--- src/rtl/instr_decode_ctrl.sv ---
// Four-cycle instruction decode/control sequencer: captures a 16-bit instruction,
// decodes it into registered ALU controls, then updates the PSR and retires it in WB.
module instr_decode_ctrl (
  input  logic        clk,
  input  logic        rst_n,
  input  logic [15:0] instr,
  input  logic        instr_valid,
  output logic        instr_ready,
  output logic [7:0]  alu_opcode,
  output logic [3:0]  rsrc,
  output logic [3:0]  rdest,
  output logic [15:0] imm,
  output logic        imm_sel,
  output logic        cin,
  input  logic [4:0]  alu_flags,
  output logic [4:0]  psr,
  output logic        reg_we,
  output logic        done,
  output logic        illegal,
  output logic [1:0]  fsm_state
);

  // Handshake: an instruction transfers on a rising edge where instr_valid && instr_ready;
  // instr_ready is high only in IDLE, so instr_valid is ignored while an instruction is in flight.
  typedef enum logic [1:0] {IDLE = 2'd0, DECODE = 2'd1, EXEC = 2'd2, WB = 2'd3} state_t;

  state_t      state, state_nxt;
  logic [15:0] instr_q;
  logic [3:0]  f_op, f_ext, f_amt;
  logic [7:0]  dec_op;
  logic [15:0] dec_imm;
  logic        dec_sel, dec_ill, dec_psr, dec_wr;
  logic        ill_q, psr_en_q, wr_q;

  function automatic logic is_alu(input logic [3:0] c);
    return c inside {4'h1, 4'h2, 4'h3, 4'h5, 4'h6, 4'h7, 4'h9, 4'hA, 4'hB, 4'hD, 4'hE};
  endfunction

  // AND, OR, XOR and MOV leave the flags alone
  function automatic logic keeps_psr(input logic [3:0] c);
    return c inside {4'h1, 4'h2, 4'h3, 4'hD};
  endfunction

  assign f_op  = instr_q[15:12];
  assign f_ext = instr_q[7:4];
  assign f_amt = instr_q[3:0];

  always_ff @(posedge clk or negedge rst_n) begin
    if (!rst_n) state <= IDLE;
    else        state <= state_nxt;
  end

  always_comb begin
    state_nxt = state;
    unique case (state)
      IDLE:    if (instr_valid) state_nxt = DECODE;
      DECODE:  state_nxt = EXEC;
      EXEC:    state_nxt = WB;
      default: state_nxt = IDLE;
    endcase
  end

  always_comb begin
    dec_op  = 8'h00;
    dec_imm = 16'h0000;
    dec_sel = 1'b0;
    dec_ill = 1'b1;
    dec_psr = 1'b0;
    dec_wr  = 1'b0;
    if (f_op == 4'h0) begin
      if (is_alu(f_ext)) begin
        dec_op  = {4'h0, f_ext};
        dec_ill = 1'b0;
        dec_psr = !keeps_psr(f_ext);
        dec_wr  = (f_ext != 4'hB);
      end
    end else if (f_op == 4'h8) begin
      dec_ill = 1'b0;
      dec_psr = 1'b1;
      dec_wr  = 1'b1;
      unique casez (f_ext)
        4'b1000: dec_op = 8'h88;
        4'b1111: dec_op = 8'h8F;
        4'b000?: begin
          dec_op  = 8'h88;
          dec_sel = 1'b1;
          dec_imm = f_ext[0] ? (16'd0 - {12'd0, f_amt}) : {12'd0, f_amt};
        end
        4'b001?: begin
          dec_op  = 8'h8F;
          dec_sel = 1'b1;
          dec_imm = {12'd0, f_amt};
        end
        default: begin
          dec_ill = 1'b1;
          dec_psr = 1'b0;
          dec_wr  = 1'b0;
        end
      endcase
    end else if (is_alu(f_op)) begin
      dec_op  = {4'h0, f_op};
      dec_sel = 1'b1;
      dec_ill = 1'b0;
      dec_psr = !keeps_psr(f_op);
      dec_wr  = (f_op != 4'hB);
      // logical ops and ADDU take the byte unsigned; arithmetic/MOV sign-extend
      if (f_op inside {4'h1, 4'h2, 4'h3, 4'h6}) dec_imm = {8'h00, instr_q[7:0]};
      else                                     dec_imm = {{8{instr_q[7]}}, instr_q[7:0]};
    end
  end

  always_ff @(posedge clk or negedge rst_n) begin
    if (!rst_n) begin
      instr_q    <= 16'h0000;
      alu_opcode <= 8'h00;
      rsrc       <= 4'h0;
      rdest      <= 4'h0;
      imm        <= 16'h0000;
      imm_sel    <= 1'b0;
      ill_q      <= 1'b0;
      psr_en_q   <= 1'b0;
      wr_q       <= 1'b0;
      psr        <= 5'b00000;
    end else begin
      if (state == IDLE && instr_valid) instr_q <= instr;
      if (state == DECODE) begin
        alu_opcode <= dec_op;
        rsrc       <= instr_q[3:0];
        rdest      <= instr_q[11:8];
        imm        <= dec_imm;
        imm_sel    <= dec_sel;
        ill_q      <= dec_ill;
        psr_en_q   <= dec_psr;
        wr_q       <= dec_wr;
      end
      if (state == EXEC && psr_en_q) psr <= alu_flags;
    end
  end

  assign instr_ready = (state == IDLE);
  assign reg_we      = (state == WB) && wr_q;
  assign done        = (state == WB);
  assign illegal     = (state == WB) && ill_q;
  assign cin         = psr[0];
  assign fsm_state   = state;

endmodule
--- config.mk ---
export PLATFORM = sky130hd
export DESIGN_NAME = instr_decode_ctrl
export DESIGN_NICKNAME = d
export VERILOG_FILES = /design/src/rtl/instr_decode_ctrl.sv
export SDC_FILE = /design/constraint.sdc
export NUM_CORES = 1
export LEC_CHECK = 0
export ABC_CLOCK_PERIOD_IN_PS = 1900
export CAP_MARGIN = 15
export CORE_ASPECT_RATIO = 0.5
export CORE_UTILIZATION = 45
export CTS_CLUSTER_SIZE = 40
export DETAILED_ROUTE_END_ITERATION = 16
export PLACE_DENSITY = 0.75
export SLEW_MARGIN = 15
export SYNTH_ARGS = -nofsm -noshare
export SYNTH_HDL_FRONTEND = slang
export SYNTH_SLANG_ARGS = --single-unit
--- constraint.sdc ---
create_clock -name clk -period 1.9 [get_ports clk]
set_input_delay 0.38 -clock clk [delete_from_list [all_inputs] [get_ports clk]]
set_output_delay 0.38 -clock clk [all_outputs]
set_load 0.02 [all_outputs]
[Word level (Yosys, flattened, before mapping)]
Index checks and enable logic that the tools add are counted.
W data, S select, Z words.
Storage, ports and cells
  memory bits (read-only): 0
  output and inout port bits: 45
  bits of input ports: 24
  memories: 0
  logic and storage cells: 93
  memory bits (writable): 0
  bits in registers: 59
  bits in latches: 0
Cells by class
  multipliers: 0
  reduce and logical (&&, ||, !) cells: 18
  equality and inequality tests: 32
  div/mod/pow operators: 0
  add/subtract/negate cells: 1
  bitwise logic cells: 0
  shifts and indexed selects: 0
  magnitude comparators: 0
  mux-type cells: 31
Operator list (count)
  $mux W16: 5
  $eq A4 B4 Y1 const B: 13
  $pmux W16 S2: 1
  $eq A4 B3 Y1 const B: 6
  $reduce_bool A11 Y1: 2
  $mux W1: 18
  $eq A4 B2 Y1 const B: 4
  $mux W8: 2
  $pmux W8 S2: 1
  $reduce_bool A4 Y1: 3
  $eq A4 B1 Y1 const B: 2
  $mux W4: 2
  $ne A4 B4 Y1 const B: 2
  $pmux W2 S3: 1
  $reduce_or A2 Y1: 3
  $sub A1 B4 Y5 const A: 1
  $eq A2 B2 Y1 const B: 2
  $logic_and A1 B1 Y1: 4
  $logic_not A4 Y1: 1
  $reduce_or A4 Y1: 1
  $eq A3 B1 Y1 const B: 1
  $logic_not A3 Y1: 1
  $eq A2 B1 Y1 const B: 1
  $logic_not A1 Y1: 2
  other kinds (3): 3

[Longest topological paths before layout]
  depth in word-level cells: 6
  gate-level depth with buffers: 7
  depth with buffers taken out: 6

[Worst setup path before layout]
Ideal clock, no wire load.
  kind: reg2reg
  from: register state[0], in the netlist fsm_state[0]
  to: register instr_q[10]
  slack: -0.078 ns
  period minus slack after synthesis: 1.978 ns
  arrival: 1.853 ns
  path buffers: 1
  cell stages (with the launch flop): 6
  required time: 1.775 ns
  setup time: 0.125 ns
  cells stage by stage: dfrtp_1 > inv_1 > ha_1 > nand2_1 > clkbuf_1 > mux2_2
Between the ends
  cells in the longest elaborated chain, start to end: 2
RTL lines
  start: declaration: RTL line 27  | state_t state, state_nxt;
  start signal: assignment: RTL line 50  | else state <= state_nxt;
  $logic_not A2 Y1
  via instr_ready: RTL line 8  | output logic instr_ready,
  $logic_and A1 B1 Y1: RTL line 125  | if (state == IDLE && instr_valid) instr_q <= instr;
  end signal: assignment: RTL line 125
  end: declaration: RTL line 28  | logic [15:0] instr_q;
The timed path passes the listed nets, and every way through them passes these cells.
A chain may end at the register's enable or synchronous reset.

[Final worst setup path]
  from: register state[0], in the netlist fsm_state[0]
  to: output port illegal
Between the ends
  cells in the longest elaborated chain, start to end: 2
RTL lines
  $eq A2 B2 Y1: RTL line 143  | assign illegal = (state == WB) && ill_q;
  $logic_and A1 B1 Y1: RTL line 143
  end: declaration: RTL line 19  | output logic illegal,
No other way between the ends.

==> reports/results.txt <==
The synthesized netlist cell count was 210; the net count reported at finish was 299. The worst setup path is launched from a flip-flop. The starting density of the core is 0.4802. The run finished with clean final reports. The slowest stage of the critical path belongs to the cell dfrtp_2. Clock-pin slew was measured on the worst setup and hold paths at 0.10 ns.

Setup violations remaining at the end of the flow were counted as 0. For the finished layout, the period the worst path requires is 1.823 ns. The cell accounting for the most synthesized area was dfrtp_1.

The detailed-route via count is 1826, and the register cell area after layout is 1227 sq um. The cell sitting at the root of the clock tree is a clkbuf_8. The detailed router put a total of 2.400 mm of wire on met1.

The die area is 5698 sq um, and the count of flip-flops with a built-in enable after synthesis is 0. The overall die width was 105.8 um; the sequential area share after synthesis was 0.5062. The tools report the nature of the critical path endpoint as an output pin. The post-CTS repair timing setup buffer count came out at 0. TritonCTS built the clock tree.

The run gives 50 as the largest net degree at the start of global routing. The most common cell in the netlist is dfrtp_1. The highest clock rate came out at 548.5 MHz. During placement, the flow inserted port buffers numbering 65. Dividing the detail-routed via count by the number of cells gives 5.371. At the pin with the least slew margin, the transition time is 0.6109 ns.

The count of non-filler cells in the finished layout was 340; the clock sink total was 49. Summed over all layers, the global routing overflow is 0. The run gives 0.1921 as the global-route usage over all layers. Along the worst path, the maximum fanout reaches 6. Dividing the detail-routed wire length by the instance count gives 14.76 um.

The netlist area before placement was 2422 sq um. The highest layer touched by signal routing is met4. The run gives 0 as the number of maximum-capacitance constraint violations. Buffering stage count on the worst path with inverters included: 1. Counting distinct cell types in the post-synthesis netlist gives 46. The via count of the first global-routing pass was 1736; the leakage power total was 1.361 nW.

For the worst-skew pair, the clock arrives at the later sink with an insertion delay of 0.31 ns. Number of antenna violations at the first check in global routing: 0. For this run, design rule violations remaining after detail routing come to 0. In this run the count of I/O pins placed on the die edge is 69. Yosys attributes the largest share of cell area to dfrtp_1 51%, mux2_2 13%, buf_4 3.4%, ha_1 3.1%, o2bb2ai_1 2.2%. In this run, synthesis produced a sequential element count of 49. The number of gates resized after CTS was 5. The run gives 2.245 mm as the total length of routed met2 wires. Compared with the post-synthesis result, the final layout area differs by 32.02%. The congestion estimate from routability-driven global placement came to 0.8192.

The detailed router finished its first iteration with 112 violations. The worst clock skew is 0.009176 ns, and the critical path required time is 1.52 ns. In the final layout, the multi-input gates occupy 1020 sq um. After detailed routing, the total wire length is 5.020 mm. Wire length of the first global-routing pass: 8.176 mm. The fraction of post-synthesis cell area in the top cell type by area was 0.5062; the overall die height was 53.88 um.

Count of antenna-violating nets left after detailed routing: 0. The row count was 18; the number of cells in the design after placement was 332. The H-tree was split into 2 levels. In this run, post-CTS hold repair placed 0 buffers. Setup repair after global routing left no endpoint under its margin. The core region is 5045 sq um. Detailed placement finished with a half-perimeter wire length of 3.708 mm. In the synthesized netlist, the cells that appear most often are 49 x dfrtp_1, 29 x mux2_2, 11 x buf_4, 11 x inv_1, 9 x nor2_1. 0 antenna diodes ended up in the layout. Walking the worst path, the cells encountered are ha_1 > and2_1 > dlygate4sd2_1. The share of flip-flops with an asynchronous set or reset works out to 1.000. Largest voltage drop on the vdd net: 894.4 uV. The iteration count of the initial detailed-routing pass was 4.

Family with the most delay on the worst path: flip-flops. In this run, CTS created clock tree buffers numbering 5. In this run the power density over the cells is 1779 nW/um^2.

The run gives 0.5928 as the worst slew margin relative to its limit. The share of cells above drive strength 1 came out at 0.2074. The Yosys step of the flow raised 0 warnings. The type of the worst setup path was reg2out. The portion of the clock cycle consumed by the worst path in the final layout was 0.9595; the final count of pins violating max slew was 0. The count of final hold-check violations came out at 0.

The class of the tightest hold or removal check was in2async. Worst endpoint data arrival time: 1.44 ns. After filler insertion, the fill cell instance count of the layout stands at 420.

The largest stage delay on the critical path came out at 0.45 ns. The main flop type after synthesis is dfrtp_1. The met3 wire length was 315 um; the post-synthesis average cell area was 11.53 sq um.

The summed negative setup slack over all endpoints is 0 ns, and the maximum buffer depth of the clock tree is 2.
per-stage QoR:
stage	power (mW)	cell area, sq um	hold WS (ns)	util	worst slack, ns
3_5_place_dp	5.067	3099	0.4919	0.6143	0.1527
6_report	5.689	3198	0.1643	0.6339	0.07686
4_1_cts	5.713	3194	0.1698	0.6332	0.05100
5_1_grt	6.086	3198	0.2023	0.6339	0.001945
3_3_place_gp	4.987	3099	0.4804	0.6143	0.2067
2_1_floorplan	3.909	2431	0.08441	-	0.04991
layout make-up:
cell class / instances / share of cell area
Clock inverter: 2 / 0.005086
Inverter: 11 / 0.01291
Tap cell: 70 / 0.02739
Sequential cell: 49 / 0.3838
Clock buffer: 6 / 0.02582
Timing Repair Buffer: 74 / 0.2261
Multi-Input combinational cell: 128 / 0.3189
cells in the final DEF, fill, tap and decap left out, types with 2 or more instances in the layout:
cell type / n
a31oi_1: 2
inv_1: 11
o21ai_0: 8
a221o_1: 3
or3_1: 2
nand4_1: 2
dfrtp_1: 48
conb_1: 3
ha_1: 6
and2_1: 3
nand2_1: 6
a21oi_1: 7
nand2b_1: 2
o211ai_1: 2
clkdlybuf4s50_1: 59
o21ai_1: 3
a211oi_1: 2
mux2_2: 29
nand3_1: 5
nor2b_1: 3
o21a_1: 2
dlygate4sd2_1: 4
o2bb2ai_1: 6
clkbuf_8: 6
and3_1: 4
nor2_1: 9
buf_4: 8
power breakdown:
part	switching [mW]	internal (mW)	total [mW]
logic	1.51	1.51	3.02
clock network	0.361	0.300	0.661
registers	0.456	1.55	2.00
metal layers:
layer / track usage / vias to the layer above
met2: 0.3235 / 65
met1: 0.2439 / 892
li1: - / 860
met5: 0 / -
met3: 0.05569 / 9
met4: 0.06713 / 0
worst register-to-register path: stages, from the launching register on:
cell and delay [ns]:
dfrtp_1 0.48, nor4b_2 0.46, buf_4 0.24, o311ai_0 0.16
xor2_1 0.17, o2bb2ai_1 0.14
registers in the layout, summed over array words and instances, names as in the netlist, 2 cells and up:
name / count
fsm_state: 2
alu_opcode: 5
imm: 9
psr: 5
instr_q: 16
rsrc: 4
rdest: 4
path summary, 6_finish.rpt:
path	cells past startpoint	startpoint	to	slack [ns]
worst max register to register	5	instr_q[14]$_DFFE_PN0P_	imm[3]$_DFFE_PN0N_	0.20
max in group asynchronous	2	rst_n	fsm_state[0]$_DFFE_PN0P_	1.30
worst min-delay path	2	rst_n	rsrc[2]$_DFFE_PN0N_	0.16
worst min register to register	1	psr[2]$_DFFE_PN0P_	psr[2]$_DFFE_PN0P_	0.51
min in group clk	1	psr[2]$_DFFE_PN0P_	psr[2]$_DFFE_PN0P_	0.51
worst max-delay path	3	fsm_state[0]$_DFFE_PN0P_	illegal	0.08
logic make-up (layout without fill, tap and decap cells):
family                   count (synthesis)  count (layout)  share of synthesized area
AO/OA/AOI/OAI                           45              45                     0.1358
XOR/XNOR                                 2               2                   0.007233
adder cells (fa/ha/maj)                  6               6                    0.03099
buffers and inverters                   35              93                    0.07645
flip-flops                              49              49                     0.5062
multiplexers                            30              30                     0.1389
other                                    1               3                   0.001548
AND/OR/NAND/NOR                         42              42                     0.1028
(Power assumes the default switching activity.)
